==> src/rtl/simple_timer_core.sv <==
// Prescaled 64-bit tick counter with terminal-count expiry and free-running wrap.
// Driven by the timer register block; done/wrap are single-cycle event pulses.
module simple_timer_core #(
  parameter int unsigned prescale = 1,
  parameter int unsigned COUNT_W  = 64
) (
  input  logic               clk,
  input  logic               rst_n,
  input  logic               enable,
  input  logic               srst,
  input  logic [COUNT_W-1:0] max_count,
  output logic               running,
  output logic [COUNT_W-1:0] current_count,
  output logic               done,
  output logic               wrap
);

  localparam int unsigned PW = 16;
  localparam logic [PW-1:0] PRESC_LAST = PW'(prescale - 1);

  typedef enum logic [1:0] {
    IDLE    = 2'd0,
    RUNNING = 2'd1,
    EXPIRED = 2'd2
  } state_t;

  state_t             state_q, state_nxt;
  logic [COUNT_W-1:0] count_q, count_nxt;
  logic [PW-1:0]      presc_q, presc_nxt;
  logic               done_q, done_nxt;
  logic               wrap_q, wrap_nxt;
  logic               running_q;
  logic               tick;

  // The increment is done one bit wider so a count of all-ones cannot alias below the limit.
  function automatic logic reaches_max(input logic [COUNT_W-1:0] cnt,
                                       input logic [COUNT_W-1:0] lim);
    logic [COUNT_W:0] inc;
    inc = {1'b0, cnt} + {{COUNT_W{1'b0}}, 1'b1};
    return inc >= {1'b0, lim};
  endfunction

  assign tick = (presc_q == PRESC_LAST);

  always_comb begin
    state_nxt = state_q;
    count_nxt = count_q;
    presc_nxt = presc_q;
    done_nxt  = 1'b0;
    wrap_nxt  = 1'b0;
    if (srst) begin
      state_nxt = IDLE;
      count_nxt = '0;
      presc_nxt = '0;
    end else begin
      unique case (state_q)
        IDLE: begin
          if (enable) state_nxt = RUNNING;
        end
        RUNNING: begin
          // Dropping enable discards any tick on the same edge, including an expiring one.
          if (!enable) begin
            state_nxt = IDLE;
          end else begin
            presc_nxt = tick ? '0 : presc_q + PW'(1);
            if (tick) begin
              if (max_count == '0) begin
                count_nxt = count_q + COUNT_W'(1);
                wrap_nxt  = &count_q;
              end else if (reaches_max(count_q, max_count)) begin
                count_nxt = max_count;
                state_nxt = EXPIRED;
                done_nxt  = 1'b1;
              end else begin
                count_nxt = count_q + COUNT_W'(1);
              end
            end
          end
        end
        EXPIRED: begin
          state_nxt = EXPIRED;
        end
        default: begin
          state_nxt = IDLE;
        end
      endcase
    end
  end

  always_ff @(posedge clk or negedge rst_n) begin
    if (!rst_n) begin
      state_q   <= IDLE;
      count_q   <= '0;
      presc_q   <= '0;
      done_q    <= 1'b0;
      wrap_q    <= 1'b0;
      running_q <= 1'b0;
    end else begin
      state_q   <= state_nxt;
      count_q   <= count_nxt;
      presc_q   <= presc_nxt;
      done_q    <= done_nxt;
      wrap_q    <= wrap_nxt;
      running_q <= (state_nxt == RUNNING);
    end
  end

  assign running       = running_q;
  assign current_count = count_q;
  assign done          = done_q;
  assign wrap          = wrap_q;

endmodule

==> config.mk <==
export PLATFORM = sky130hd
export DESIGN_NAME = simple_timer_core
export DESIGN_NICKNAME = d
export VERILOG_FILES = /design/src/rtl/simple_timer_core.sv
export SDC_FILE = /design/constraint.sdc
export NUM_CORES = 1
export LEC_CHECK = 0
export CAP_MARGIN = 25
export CORE_ASPECT_RATIO = 1.25
export CORE_MARGIN = 3
export CORE_UTILIZATION = 48
export CTS_CLUSTER_SIZE = 28
export DETAILED_ROUTE_END_ITERATION = 6
export PLACE_DENSITY = 0.74
export SYNTH_ARGS = -nofsm -noshare
export SYNTH_HDL_FRONTEND = slang
export SYNTH_SLANG_ARGS = --single-unit
==> constraint.sdc <==
create_clock -name clk -period 10.8 [get_ports clk]
set_clock_uncertainty 0.2 [all_clocks]
set_input_delay 1.08 -clock clk [delete_from_list [all_inputs] [get_ports clk]]
set_output_delay 1.08 -clock clk [all_outputs]
set_load 0.05 [all_outputs]
==> reports/results.tsv <==
stage	metric	value	unit
clock_network	TritonCTS clock tree	built	
critical_path	CP max stage delay	0.79	ns
power	P_leak	4.67	nW
critical_path	CP Cell Sequence	ha_1, nand4_1, nor4b_1, nand4_1, nor3_2, nand2_1, and2_1, or2_1, ha_1, nand4_1, nor3_1, nand3_1, nor2_1, a31oi_1, a21oi_4, nor2_2, buf_4, a21o_1	
yosys	post-synth cell types	68	
die	Die W	117	µm
placed_design	pre-CTS setup slack	4.37	ns
timing	Tightest Pin Transition	0.838	ns
timing	slew margin rel.	43.7	%
timing	final setup fails	0	
critical_path	Crit Path Class	register to register	
detailed_routing	DR vias	7235	
global_routing	Global Route Usage Sum	26.8	%
clock_network	CTS resizes	0	
timing	Max Clk Rate	154	MHz
detailed_routing	DR vias/cell	6.13	
global_routing	first-pass GRT wire length	35.5	mm
yosys	leading area contributor after synthesis	dfrtp_1	
global_routing	Remaining Overflow, GRT	0	
die	die height	145	µm
yosys	fraction of registers with async set/reset	100	%
timing	final hold violations	0	
layout	Syn-to-layout area delta	23.8	%
detailed_routing	ANT nets after route	0	
die	core area	0.0150	mm²
clock_network	clk_lat worst skew	0.35	ns
clock_network	Setup Fix Bufs, Post-CTS	0	
job	max_cap viols	0	
yosys	Post-Syn Instances	872	
layout	Antenna diodes	0	
die	# rows	50	
timing	RSZ-0062 raised after global routing	false	
clock_network	TritonCTS Buffers	9	
yosys	sequential share of the synthesized area	28.8	%
detailed_routing	WL per Instance	19.2	µm
global_routing	pin count of the biggest net entering global routing	72	
detailed_routing	DR iter-0 viols	558	
timing	final setup margin	4.29	ns
global_routing	initial antenna violation count	0	
detailed_routing	final WL	22.6	mm
yosys	number of synthesized flops with an enable pin	0	
placed_design	IO Port Bufs	134	
critical_path	most frequent CP cell	nand4_1	
die	Initial Util	49.2	%
yosys	post-synthesis cell area	0.00738	mm²
critical_path	Worst EP required	10.84	ns
layout	Sequential Area	0.00213	mm²
yosys	Most used DFF post-synth	dfrtp_1	
critical_path	slowest CP cell	nor4b_1	
layout	Multi-input gate area	0.00481	mm²
critical_path	critical path capture point type	register	
clock_network	Post-CTS Hold Fix Bufs	0	
die	die area	0.0169	mm²
yosys	top post-synthesis cells by area	dfrtp_1 29%, ha_1 11%, nand2_1 4.9%	
yosys	Avg Inst Size Synth	8.46	µm²
timing	Final TNS setup	0	ns
yosys	Syn. warnings	0	
yosys	syn_nets	1007	
yosys	Synth Register Bits	85	
hold_path	min-delay worst type	register to register	
layout	Nets	1128	
placed_design	DP Area	0.00881	mm²
die	IO Count	135	
global_routing	number of global-route vias before repair	6824	
timing	Fin Hold WS	0.319	ns
clock_network	Sinks on Clock Net	85	
yosys	post-synth top area share	28.8	%
timing	final period utilization	60.2	%
placed_design	gpl congestion	0.892	
layout	layout cells sized above 1	7.01	%
layout	filler cell count	1333	
clock_network	clk slew on worst S/H paths	0.07	ns
placed_design	HPWL after DPL	16.8	mm
layout	post-route cell area	0.00913	mm²
outcome	status	finished clean	
timing	fin crit period	6.51	ns
power	VDD IR-drop max	0.0000640	V
power	Power Density	77.4	mW/mm²
detailed_routing	drt pass-1 iters	5	
clock_network	clk root buf	clkbuf_16	
critical_path	Crit Path Max Fanout	30	
detailed_routing	DRC violation count after routing	0	
timing	final-report max-slew violation count	0	
layout	most frequent cells in the layout	133 x clkdlybuf4s50_1, 96 x nand2_1, 85 x dfrtp_1	
clock_network	Max clock buf depth	2	
layout	most common cell after layout, fill and taps aside	clkdlybuf4s50_1	
critical_path	CP Launch Type	register	
clock_network	H-Tree Depth	3	
critical_path	Crit path arrival time	6.55	ns
critical path, delay by kind of cell, from the launching register on:
kind | cells | cell delay, ns
fa+ha+maj | 2 | 0.57
buf+inv | 1 | 0.29
compound gates | 3 | 1.32
simple gates | 12 | 3.54
flops | 1 | 0.46
layer usage:
layer  GRT usage [%]  vias to the layer above  routed length, µm
met5               0                        -                  0
met1            34.9                     3541               9540
li1                -                     3403                  -
met2            44.8                      251              11300
met3            3.64                       40               1190
met4            10.7                        0                605
sequential cells by signal, indices dropped and copies added (netlist names):
name           flops
running            1
wrap               1
done               1
state_q            2
current_count     64
presc_q           16
through the flow:
stage | instances | total power [mW] | utilization (%)
floorplan | 872 | 0.355 | -
global placement | 1162 | 0.408 | 58.7
detailed placement | 1162 | 0.409 | 58.7
CTS | 1178 | 0.709 | 60.5
global route | 1180 | 0.727 | 60.8
finish | 1180 | 0.707 | 60.8
cell usage after synthesis (all sizes together), types with 3 or more instances:
cell     count
mux2i        8
xor2        24
a311o        5
a21o        38
o2bb2ai      5
and4         9
nand2       96
or3          5
or2         23
ha          67
nor2        47
a211oi       4
a22oi       19
and3        19
a221oi       5
inv         72
dfrtp       85
nand3       30
nand2b       3
xnor2       29
nand4       31
o21ai       25
o21bai      18
buf         16
nor3        21
a21oi       31
a22o        32
and2        14
nor2b        8
nor4        33
o31ai        5
a31oi        3
o21a         9
clkbuf      16
logic make-up (layout without fill, tap and decap cells):
logic type               after synthesis  after routing  share of synthesized area, %
multiplexers                           8              8                          1.09
buffers and inverters                104            230                          6.24
flip-flops                            85             85                          28.8
XOR/XNOR                              53             53                          6.29
AND/OR/NAND/NOR                      345            345                          24.9
AO/OA/AOI/OAI                        210            210                          21.3
adder cells (fa/ha/maj)               67             67                          11.4
final timing paths:
path                                   from           endpoint  slack, ns  cells past startpoint
setup / recovery           current_count[0]  current_count[33]       4.29                     18
hold / removal                   state_q[1]         state_q[1]       0.32                      1
setup reg to reg           current_count[0]  current_count[33]       4.29                     18
hold reg to reg                  state_q[1]         state_q[1]       0.32                      1
max in group asynchronous             rst_n  current_count[49]       9.22                      3
min in group asynchronous             rst_n         presc_q[9]       0.37                      1
report_power, final:
group          total, mW  internal, mW  switching (mW)
Sequential         0.320         0.319        0.000891
Clock              0.302         0.158           0.144
Combinational     0.0852        0.0363          0.0489
area by class of cell:
type	instances	area share [%]
Sequential cell	85	23.3
Tap cell	182	2.49
Clock inverter	6	0.507
Clock buffer	10	2.51
Inverter	72	2.96
Multi-Input combinational cell	683	52.6
Timing Repair Buffer	142	15.6
No activity file was read; power rests on OpenSTA's default activity.
